<file path="src/rtl/ram_port_arbiter.sv">
// Two-port arbiter sharing one block RAM port between I-cache (port 0) and D-cache (port 1).
// Define ARB_ROUND_ROBIN_EN for round-robin grant; otherwise port 1 has fixed priority.
module ram_port_arbiter #(
  parameter int unsigned ADDR_SIZE       = 24,
  parameter int unsigned BLOCK_BITS      = 128,
  parameter int unsigned MIN_BUSY_CYCLES = 2
) (
  input  logic                  clk,
  input  logic                  rst,
  input  logic                  p0_req_r,
  input  logic                  p0_req_w,
  input  logic [ADDR_SIZE-1:0]  p0_addr,
  input  logic [BLOCK_BITS-1:0] p0_wdata,
  output logic [BLOCK_BITS-1:0] p0_rdata,
  output logic                  p0_done,
  input  logic                  p1_req_r,
  input  logic                  p1_req_w,
  input  logic [ADDR_SIZE-1:0]  p1_addr,
  input  logic [BLOCK_BITS-1:0] p1_wdata,
  output logic [BLOCK_BITS-1:0] p1_rdata,
  output logic                  p1_done,
  output logic [ADDR_SIZE-1:0]  mem_addr,
  output logic                  mem_r,
  output logic                  mem_w,
  output logic [BLOCK_BITS-1:0] mem_wdata,
  output logic                  mem_oe,
  input  logic [BLOCK_BITS-1:0] mem_rdata,
  input  logic                  mem_ready
);

  typedef enum logic [2:0] {
    StIdle, StIssue, StStrobe, StWaitBusy, StWaitDone, StResp
  } state_e;

  localparam int unsigned CntW = $clog2(MIN_BUSY_CYCLES + 2);
  localparam logic [CntW-1:0] CntMax = CntW'(MIN_BUSY_CYCLES);

  state_e                state_q, state_d;
  logic                  ready_q;
  logic                  gnt_q, gnt_d;
  logic                  wr_q, wr_d;
  logic [ADDR_SIZE-1:0]  addr_q, addr_d;
  logic [BLOCK_BITS-1:0] wdata_q, wdata_d;
  logic                  mem_r_q, mem_r_d;
  logic                  mem_w_q, mem_w_d;
  logic                  oe_q, oe_d;
  logic                  p0_done_q, p0_done_d;
  logic                  p1_done_q, p1_done_d;
  logic [BLOCK_BITS-1:0] p0_rdata_q, p0_rdata_d;
  logic [BLOCK_BITS-1:0] p1_rdata_q, p1_rdata_d;
  logic [CntW-1:0]       cnt_q, cnt_d;

  logic p0_valid, p1_valid, gnt_sel;

  assign p0_valid = p0_req_r | p0_req_w;
  assign p1_valid = p1_req_r | p1_req_w;

`ifdef ARB_ROUND_ROBIN_EN
  // ptr_q names the port preferred on the next simultaneous request.
  logic ptr_q, ptr_d;

  always_comb begin
    gnt_sel = p1_valid;
    if (p0_valid && p1_valid) begin
      gnt_sel = ptr_q;
    end
  end

  always_comb begin
    ptr_d = ptr_q;
    if (state_q == StResp) begin
      ptr_d = ~gnt_q;
    end
  end

  always_ff @(posedge clk) begin
    if (rst) begin
      ptr_q <= 1'b0;
    end else begin
      ptr_q <= ptr_d;
    end
  end
`else
  assign gnt_sel = p1_valid;
`endif

  always_comb begin
    state_d    = state_q;
    gnt_d      = gnt_q;
    wr_d       = wr_q;
    addr_d     = addr_q;
    wdata_d    = wdata_q;
    mem_r_d    = mem_r_q;
    mem_w_d    = mem_w_q;
    oe_d       = oe_q;
    p0_done_d  = 1'b0;
    p1_done_d  = 1'b0;
    p0_rdata_d = p0_rdata_q;
    p1_rdata_d = p1_rdata_q;
    cnt_d      = cnt_q;

    unique case (state_q)
      StIdle: begin
        if ((p0_valid || p1_valid) && ready_q) begin
          gnt_d  = gnt_sel;
          wr_d   = gnt_sel ? p1_req_w : p0_req_w;
          addr_d = gnt_sel ? p1_addr : p0_addr;
          if (wr_d) begin
            wdata_d = gnt_sel ? p1_wdata : p0_wdata;
          end
          // Address/data and bus enable are visible during ISSUE, ahead of the strobe.
          oe_d    = wr_d;
          state_d = StIssue;
        end
      end
      StIssue: begin
        mem_r_d = ~wr_q;
        mem_w_d = wr_q;
        state_d = StStrobe;
      end
      StStrobe: begin
        cnt_d   = '0;
        state_d = StWaitBusy;
      end
      StWaitBusy: begin
        if (!ready_q) begin
          state_d = StWaitDone;
        end else begin
          cnt_d = cnt_q + 1'b1;
          if (cnt_d >= CntMax) begin
            state_d = StWaitDone;
          end
        end
      end
      StWaitDone: begin
        if (ready_q) begin
          if (!wr_q) begin
            if (gnt_q) begin
              p1_rdata_d = mem_rdata;
            end else begin
              p0_rdata_d = mem_rdata;
            end
          end
          mem_r_d   = 1'b0;
          mem_w_d   = 1'b0;
          oe_d      = 1'b0;
          p0_done_d = ~gnt_q;
          p1_done_d = gnt_q;
          state_d   = StResp;
        end
      end
      StResp: begin
        state_d = StIdle;
      end
      default: begin
        state_d = StIdle;
      end
    endcase
  end

  always_ff @(posedge clk) begin
    if (rst) begin
      state_q    <= StIdle;
      ready_q    <= 1'b0;
      gnt_q      <= 1'b0;
      wr_q       <= 1'b0;
      addr_q     <= '0;
      wdata_q    <= '0;
      mem_r_q    <= 1'b0;
      mem_w_q    <= 1'b0;
      oe_q       <= 1'b0;
      p0_done_q  <= 1'b0;
      p1_done_q  <= 1'b0;
      p0_rdata_q <= '0;
      p1_rdata_q <= '0;
      cnt_q      <= '0;
    end else begin
      state_q    <= state_d;
      ready_q    <= mem_ready;
      gnt_q      <= gnt_d;
      wr_q       <= wr_d;
      addr_q     <= addr_d;
      wdata_q    <= wdata_d;
      mem_r_q    <= mem_r_d;
      mem_w_q    <= mem_w_d;
      oe_q       <= oe_d;
      p0_done_q  <= p0_done_d;
      p1_done_q  <= p1_done_d;
      p0_rdata_q <= p0_rdata_d;
      p1_rdata_q <= p1_rdata_d;
      cnt_q      <= cnt_d;
    end
  end

  assign mem_addr  = addr_q;
  assign mem_wdata = wdata_q;
  assign mem_r     = mem_r_q;
  assign mem_w     = mem_w_q;
  assign mem_oe    = oe_q;
  assign p0_done   = p0_done_q;
  assign p1_done   = p1_done_q;
  assign p0_rdata  = p0_rdata_q;
  assign p1_rdata  = p1_rdata_q;

endmodule

</file>
<file path="config.mk">
export PLATFORM = sky130hd
export DESIGN_NAME = ram_port_arbiter
export DESIGN_NICKNAME = d
export VERILOG_FILES = /design/src/rtl/ram_port_arbiter.sv
export SDC_FILE = /design/constraint.sdc
export NUM_CORES = 1
export LEC_CHECK = 0
export BUFFER_PORTS_ARGS = -buffer_cell sky130_fd_sc_hd__buf_2
export CAP_MARGIN = 15
export CORE_AREA = 3 3 331 333
export CTS_CLUSTER_SIZE = 14
export DETAILED_ROUTE_END_ITERATION = 10
export DIE_AREA = 0 0 334 336
export REMOVE_ABC_BUFFERS = 1
export SYNTH_ARGS = -nofsm -noshare
export SYNTH_HDL_FRONTEND = slang
export SYNTH_SLANG_ARGS = --single-unit
</file>
<file path="constraint.sdc">
create_clock -name clk -period 2.4 [get_ports clk]
set_clock_uncertainty 0.1 [all_clocks]
set_input_delay 0.48 -clock clk [delete_from_list [all_inputs] [get_ports clk]]
set_output_delay 0.48 -clock clk [all_outputs]
set_load 0.02 [all_outputs]
</file>
=== Word level (Yosys, flattened, before mapping) ===
Index checks and enable logic that the tools add are counted.

* Flip-flop bits (word level): 421
* Logic and storage cells: 60
* Input port bits: 439
* Output and inout bits: 413

* Order comparisons: 1
* Multiplexer cells: 15
* Bitwise gates (word level): 6
* Reductions and logical operators: 15
* Add/subtract/negate cells: 1
* Equality and inequality tests: 8

{| class="wikitable"
|+ Operator list
! operator !! count
|-
| 128-bit 2-to-1 mux || 1
|-
| 24-bit 2-to-1 mux || 1
|-
| 3-bit one-hot mux with 5 select lines || 1
|-
| 3-bit 2-to-1 mux || 4
|-
| 3-bit AND reduction || 3
|-
| 4-bit AND reduction || 2
|-
| 3-bit by 2-bit == test with 1-bit output, second input constant || 2
|-
| 2-bit != test, second input constant || 3
|-
| 1-bit one-hot mux with 2 select lines || 3
|-
| 2-bit AND reduction || 3
|-
| 2-bit nonzero test || 3
|-
| 1-bit inverter || 4
|-
| 2-bit one-hot mux with 2 select lines || 1
|-
| 3-bit by 1-bit == test with 1-bit output, second input constant || 1
|-
| 3-bit == test, second input constant || 1
|-
| 3-bit logical NOT || 1
|-
| 1-bit 2-to-1 mux || 3
|-
| 3-bit != test, second input constant || 1
|-
| 3-bit OR reduction || 1
|-
| 2-bit by 1-bit adder with 2-bit output, second input constant || 1
|-
| 2-bit greater-or-equal comparator, second input constant || 1
|-
| 2-bit 2-to-1 mux || 1
|-
| 1-bit OR || 2
|-
| 1-bit logical AND || 1
|-
| 1-bit logical OR || 1
|}

=== Longest topological paths before layout ===
Gate-level depths: netlist of the first run.

* Depth in word-level cells: 5
* Depth in mapped cells: 6
* Mapped depth without buffers: 3

=== Worst setup path after synthesis of the first run ===
OpenSTA, ideal clock, no wires.

* Kind: input to register
* Start point: input p1_req_w
* End point: register wdata_q[0] (netlist: mem_wdata[0])
* Buffers on the path: 3
* Path slack: 364 ps
* Arrival time: 1816 ps
* Required time: 2179 ps
* Cell stages on the path: 6
* Library setup time: 121 ps
* Cell sequence: o41a_1 > buf_2 > o211ai_2 > buf_2 > buf_4 > mux2_2

* Cells in the longest elaborated chain, start to end: 4
* Elaborated cells on any way between the ends: 6
* Those cells by class: mux: 2; bitwise: 1; reduce/logical: 3

{| class="wikitable"
|+ RTL lines
! what !! line !! text
|-
| from (decl) || 17 || <nowiki>input logic p1_req_w,</nowiki>
|-
| 1-bit OR || 56 || <nowiki>assign p1_valid = p1_req_r | p1_req_w;</nowiki>
|-
| 1-bit logical OR || 104 || <nowiki>if ((p0_valid || p1_valid) && ready_q) begin</nowiki>
|-
| 1-bit logical AND || 104 ||
|-
| 3-bit AND reduction (no source line) || -- ||
|-
| to (signal assigned) || 183 || <nowiki>wdata_q <= wdata_d;</nowiki>
|-
| to (decl) || 43 || <nowiki>logic [BLOCK_BITS-1:0] wdata_q, wdata_d;</nowiki>
|}

Parallel ways exist; a longest one is shown, timed or not.
A chain may end at the register's enable or synchronous reset.

=== Worst setup path after layout of the first run ===
* Start point: register state_q[2]
* End point: register addr_q[0] (netlist: mem_addr[0])

* Cells in the longest elaborated chain, start to end: 2

{| class="wikitable"
|+ RTL lines
! what !! line !! text
|-
| from (decl) || 38 || <nowiki>state_e state_q, state_d;</nowiki>
|-
| from (signal assigned) || 163 || <nowiki>state_q <= StIdle;</nowiki>
|-
| from (signal assigned) || 178 || <nowiki>state_q <= state_d;</nowiki>
|-
| 3-bit logical NOT || 102 || <nowiki>unique case (state_q)</nowiki>
|-
| 2-bit AND reduction (no source line) || -- ||
|-
| to (signal assigned) || 182 || <nowiki>addr_q <= addr_d;</nowiki>
|-
| to (decl) || 42 || <nowiki>logic [ADDR_SIZE-1:0] addr_q, addr_d;</nowiki>
|}

No other way between the ends.

==> results of run 1 <==
## state kept, by name (all words and copies together), names as in the netlist
| register | cells |
|---|---|
| mem_oe | 1 |
| p1_done | 1 |
| wr_q | 1 |
| gnt_q | 1 |
| mem_w | 1 |
| p0_done | 1 |
| cnt_q | 2 |
| mem_addr | 24 |
| ready_q | 1 |
| p1_rdata | 128 |
| mem_r | 1 |
| mem_wdata | 128 |
| state_q | 3 |
| p0_rdata | 128 |
## final cells by class
| type | instances | share of cell area |
|---|---|---|
| multi-input combinational | 1424 | 0.375 |
| sequential | 421 | 0.300 |
| timing repair buffer | 994 | 0.205 |
| tap | 1403 | 0.0625 |
| clock buffer | 76 | 0.0524 |
| clock inverter | 12 | 0.00410 |
| antenna | 10 | 0.000891 |
| inverter | 1 | 0.000134 |
## worst reg2reg max path: cells and delay by family, from the launching register on
| family | cells | cell delay (ns) |
|---|---|---|
| AND/OR/NAND/NOR | 1 | 0.27 |
| flip-flops | 1 | 0.32 |
| AO/OA/AOI/OAI | 2 | 0.44 |
| buffers and inverters | 3 | 1.14 |
## report_power, final
group	switching (uW)	leakage [uW]	total, uW	internal (uW)
logic	1670	0.00876	3010	1340
registers	157	0.00340	7420	7270
clock network	3200	0.000767	7440	4240
## stage by stage
| step | hold slack, ns | worst slack (ns) | total power, uW |
|---|---|---|---|
| 6_report | 0.0657 | 0.0730 | 17900 |
| 5_1_grt | 0.0215 | 0.0240 | 18700 |
| 4_1_cts | 0.000782 | 0.104 | 18100 |
| 3_5_place_dp | 0.361 | 0.0628 | 10500 |
| 3_3_place_gp | 0.354 | 0.0807 | 10500 |
| 2_1_floorplan | 0.349 | -11.76 | 9040 |
## layout by cell type (no fill, tap or decap), types with 2 or more instances in the layout
master	Yosys	routed
a211oi_1	2	2
a21oi_1	159	159
a311oi_1	24	24
a31oi_1	2	2
buf_12	0	21
buf_2	22	848
buf_4	10	66
buf_6	14	2
clkbuf_1	146	16
clkbuf_16	0	52
clkbuf_8	0	8
clkinv_2	0	5
clkinvlp_4	0	3
dfxtp_1	421	421
diode_2	0	10
dlygate4sd3_1	0	56
mux2_2	128	128
mux2i_1	256	256
nand2_1	26	26
nand2b_1	387	387
nand3b_1	2	2
nor2_1	6	4
nor2_2	0	2
nor2b_1	130	130
o21ai_0	154	154
or3b_2	129	129
## how the worst max path moves through the flow
stage / endpoint / slack (ns) / cells past startpoint
3_3_place_gp: mem_wdata[25] / 0.08 / 5
5_1_grt: mem_addr[19] / 0.02 / 6
6_report: mem_addr[0] / 0.07 / 6
2_1_floorplan: p0_rdata[0] / -11.76 / 3
3_5_place_dp: mem_wdata[64] / 0.06 / 5
4_1_cts: mem_addr[19] / 0.10 / 6
## kinds of logic after synthesis
group | share of synthesized area
XOR/XNOR | 0.000884
AO/OA/AOI/OAI | 0.0948
buffers and inverters | 0.0452
multiplexers | 0.202
flip-flops | 0.425
AND/OR/NAND/NOR | 0.232
## metal layers
metal,GRT usage,vias up,share of wire
met5,0,-,0.000093
met4,0.0371,2,0.026
met3,0.0371,139,0.072
met2,0.243,743,0.47
met1,0.184,8568,0.43
li1,-,8693,-
==> results.py, run 1 <==
metrics = {
    "logic_synthesis": {
        "synth_top_flop_cell": "dfxtp_1",
        "synth_area_leaders": "dfxtp_1, mux2i_1, nand2b_1, mux2_2, or3b_2",
        "syn_area_sq_mm": 0.0198,
        "synth.most_common_cell": "dfxtp_1",
        "syn_avg_cell_area_sq_um": 9.72,
        "synthDistinctLibCells": 37,
        "yosys.area.top_type_share": 0.425,
        "ys_warn_count": 0,
        "synthTopCellsByCount": "dfxtp_1, nand2b_1, mux2i_1",
        "yosysTopAreaCell": "dfxtp_1",
        "ys_ff_latch": 421,
        "netlist_instances": 2038,
        "synth_edf_count": 0,
        "yosysSeqAreaShare": 0.425,
        "async_flop_share": 0,
    },
    "clocking": {
        "clk_pin_slew_ns": 0.06,
        "insertion_delay_ns": 0.62,
        "htreeDepth": 2,
        "cts_made_buffers": 51,
        "clock_path_buffers": 3,
        "post_cts_buffers": 0,
        "cts_sinks": 421,
        "cts_root_buf": "clkbuf_16",
        "ctsResizeCount": 0,
        "cts_tree": "done",
        "cts_hold_buf": 56,
    },
    "critical_path": {
        "worstSetupStartpointType": "register",
        "cp.arrival_ns": 2.78,
        "ff2ff_path_depth": 6,
        "critical_path.max_stage_delay_ns": 0.58,
        "crit_required_ns": 2.86,
        "crit_fanout": 26,
        "cp_top_family": "buffers and inverters",
        "cp-startpoint": "state_q[2]",
        "r2r_start": "state_q[2]",
        "cp_cell_sequence": "buf_4 -> nor3_4 -> buf_4 -> a21oi_1 -> a311oi_1 -> dlygate4sd3_1",
        "regToRegSetupSlack_ns": 0.07,
        "r2r-end": "mem_addr[0]",
        "critical_path_buf_inv_count": 3,
        "path_common_cell": "buf_4",
        "endpoint_kind": "register",
        "critPathKind": "reg2reg",
        "cp_slowest_cell": "dlygate4sd3_1",
    },
    "timing": {
        "setup_viol_count_final": 0,
        "period_share": 0.970,
        "final-max-slew-violation-count": 0,
        "tns_ns": 0,
        "period_minus_slack_ns": 2.33,
        "hold_viol": 0,
        "max-slew-margin-rel": 0.540,
        "rsz0062_at_grt": "no",
        "worstMarginPinSlew_ns": 0.687,
        "fmax_mhz": 430,
    },
    "floorplanning": {
        "start_util": 0.185,
        "ioPinCount": 852,
        "die_h_um": 336,
        "fp.coreArea_sq_mm": 0.107,
        "die_x_um": 334,
        "die_area_sq_mm": 0.112,
        "fp-row-count": 120,
    },
    "min_path": {
        "hold-path-endpoint": "p1_rdata[34]",
        "whs_path_depth": 3,
        "hold_class": "in2reg",
        "hp-start": "mem_rdata[34]",
    },
    "global_routing": {
        "antenna_found_initial": 44,
        "overflow": 0,
        "grt_pass1_wl_um": 122000,
        "grt_pass1_vias": 17800,
        "track_usage": 0.144,
        "grt_start_max_net_pins": 134,
    },
    "route": {
        "routed_wl_um": 86200,
        "viasPerCell": 4.18,
        "drt-initial-drc-count": 873,
        "avgRoutedWirePerCell_um": 19.9,
        "firstDrtPassIters": 5,
        "detail-route-antenna-nets": 0,
        "routed-via-count": 18100,
        "drc_errors": 0,
    },
    "final_layout": {
        "drive_above_1_share": 0.435,
        "seq_area_sq_mm": 0.00843,
        "areaGrowthSynthToFinish_pct": 41.7,
        "fillers": 11500,
        "final_cells": 4341,
        "final_cell_area_sq_mm": 0.0281,
        "nNetsFinal": 3332,
        "utilization": 0.263,
        "multi_input_area_sq_mm": 0.0105,
    },
    "placed_design": {
        "placed_area_sq_mm": 0.0259,
        "portBuffers": 851,
        "gp_congestion": 0.889,
        "hpwl_um": 68300,
        "dp_cells": 4187,
    },
    "run": {
        "drv_cap": 0,
    },
    "outcome": {
        "status": "complete, no violations",
    },
    "pwr": {
        "ir_drop_mv": 0.466,
        "p_leak_uw": 0.0129,
        "p_per_area_mw_per_mm2": 637,
    },
}
No activity file was read; power rests on OpenSTA's default activity.
==> run 2: changes to the inputs <==
--- a/config.mk
+++ b/config.mk
@@ -7,10 +7,10 @@
 export LEC_CHECK = 0
 export BUFFER_PORTS_ARGS = -buffer_cell sky130_fd_sc_hd__buf_2
 export CAP_MARGIN = 15
-export CORE_AREA = 3 3 331 333
+export CORE_AREA = 3 3 330 332
 export CTS_CLUSTER_SIZE = 14
 export DETAILED_ROUTE_END_ITERATION = 10
-export DIE_AREA = 0 0 334 336
+export DIE_AREA = 0 0 333 335
 export REMOVE_ABC_BUFFERS = 1
 export SYNTH_ARGS = -nofsm -noshare
 export SYNTH_HDL_FRONTEND = slang
==> results.py, run 2 (synthesis gave the netlist of run 1 again) <==
metrics = {
    "min_path": {
        "hp-start": "p1_addr[6]",
        "hold_class": "in2reg",
        "whs_path_depth": 3,
        "hold-path-endpoint": "mem_addr[6]",
    },
    "floorplanning": {
        "die_h_um": 335,
        "start_util": 0.186,
        "ioPinCount": 852,
        "die_x_um": 333,
        "fp.coreArea_sq_mm": 0.107,
        "fp-row-count": 120,
        "die_area_sq_mm": 0.112,
    },
    "global_routing": {
        "antenna_found_initial": 35,
        "grt_pass1_wl_um": 122000,
        "track_usage": 0.146,
        "overflow": 0,
        "grt_start_max_net_pins": 141,
        "grt_pass1_vias": 17900,
    },
    "run": {
        "drv_cap": 0,
    },
    "placed_design": {
        "placed_area_sq_mm": 0.0259,
        "gp_congestion": 0.908,
        "pre_cts_ws_ns": 0.0148,
        "hpwl_um": 68600,
        "portBuffers": 851,
    },
    "final_layout": {
        "areaGrowthSynthToFinish_pct": 41.8,
        "final_cell_area_sq_mm": 0.0281,
        "layout_common_cells": "buf_2, dfxtp_1, nand2b_1",
        "nNetsFinal": 3322,
        "utilization": 0.263,
        "final_common_cell": "buf_2",
        "drive_above_1_share": 0.439,
    },
    "timing": {
        "period_minus_slack_ns": 2.35,
        "setup_viol_count_final": 0,
        "hold_ws_ns": 0.0604,
        "finalWorstSetupSlack_ns": 0.0514,
        "hold_viol": 0,
        "max-slew-margin-rel": 0.184,
        "worstMarginPinSlew_ns": 1.22,
        "tns_ns": 0,
        "period_share": 0.979,
        "final-max-slew-violation-count": 0,
        "fmax_mhz": 426,
        "rsz0062_at_grt": "no",
    },
    "critical_path": {
        "cp_slowest_cell": "nor2_2",
        "r2r_start": "state_q[0]",
        "cp.arrival_ns": 2.66,
        "r2r-end": "mem_addr[2]",
        "cp_cell_sequence": "buf_4 -> or3_1 -> nor2_2 -> a311oi_1",
        "ff2ff_path_depth": 4,
        "worstSetupStartpointType": "register",
        "endpoint_kind": "register",
        "regToRegSetupSlack_ns": 0.05,
        "critical_path_buf_inv_count": 1,
        "cp_top_family": "simple AND/OR/NAND/NOR gates",
        "crit_required_ns": 2.71,
        "crit_fanout": 25,
        "critical_path.max_stage_delay_ns": 0.96,
        "critPathKind": "reg2reg",
    },
    "pwr": {
        "p_per_area_mw_per_mm2": 651,
        "p_leak_uw": 0.0130,
        "ir_drop_mv": 0.513,
    },
    "clocking": {
        "clock_path_buffers": 3,
        "cts_root_buf": "clkbuf_16",
        "htreeDepth": 2,
        "cts_made_buffers": 50,
        "cts_tree": "done",
        "ctsResizeCount": 0,
        "clk_pin_slew_ns": 0.06,
        "insertion_delay_ns": 0.62,
        "cts_sinks": 421,
    },
    "route": {
        "firstDrtPassIters": 5,
        "drt-initial-drc-count": 884,
        "viasPerCell": 4.18,
        "detail-route-antenna-nets": 0,
        "routed_wl_um": 86000,
        "avgRoutedWirePerCell_um": 19.8,
        "routed-via-count": 18100,
        "drc_errors": 0,
    },
    "outcome": {
        "status": "complete, no violations",
    },
}
==> run 2: cell count changes in the layout (fill, tap and decap cells not counted), sizes merged <==
cell         previous run  this run
bufinv                  0         4
clkinv                  7        14
diode                  10        12
inv                     3         2
clkbuf                 76        72
clkinvlp                3         1
dlygate4sd3            56        47
==> run 2: what timing repair did <==
action,in CTS,in global routing
hold buffers,47,0
hold endpoints to repair,59,0
buffers inserted,0,0
==> run 2: per-layer routing <==
| layer | wire (um) | vias up | global-route usage |
|---|---|---|---|
| met3 | 6970 | 136 | 0.0444 |
| met5 | 104 | - | 0 |
| met2 | 40700 | 741 | 0.244 |
| li1 | - | 8683 | - |
| met1 | 36100 | 8540 | 0.181 |
| met4 | 2010 | 16 | 0.0405 |
==> run 2: worst min-delay path, delay by kind of cell <==
kind                   cells  cell delay [ns]
buffers and inverters      1             0.09
AO/OA/AOI/OAI              2             0.15
==> run 2: cell type report <==
type                       instances  area, sq um
clock inverter                    20          258
multi-input combinational       1424        10500
antenna                           12         30.0
sequential                       421         8430
inverter                           1         3.75
clock buffer                      72         1440
timing repair buffer             985         5660
tap                             1403         1760
fill                           11500        78500
==> run 2: worst max-delay path by stage <==
stage	slack, ns	start	end	cells past startpoint
6_report	0.05	state_q[0]	mem_addr[2]	4
5_1_grt	0.0006	state_q[0]	mem_addr[2]	4
4_1_cts	0.12	state_q[0]	mem_addr[2]	4
3_5_place_dp	0.01	p1_req_w	mem_addr[4]	5
3_3_place_gp	0.06	p1_req_w	mem_addr[13]	5
2_1_floorplan	-11.76	state_q[0]	p0_rdata[0]	3
==> run 2: where the power goes <==
part | total, uW | switching (uW) | internal (uW)
sequential | 7440 | 175 | 7260
combinational | 2970 | 1640 | 1320
clock | 7870 | 3240 | 4630
==> run 2: through the flow <==
step,power [uW],std cells
global placement,10500,4187
CTS,18600,4326
finish,18300,4338
detailed placement,10500,4187
floorplan,9040,1846
global route,19100,4332
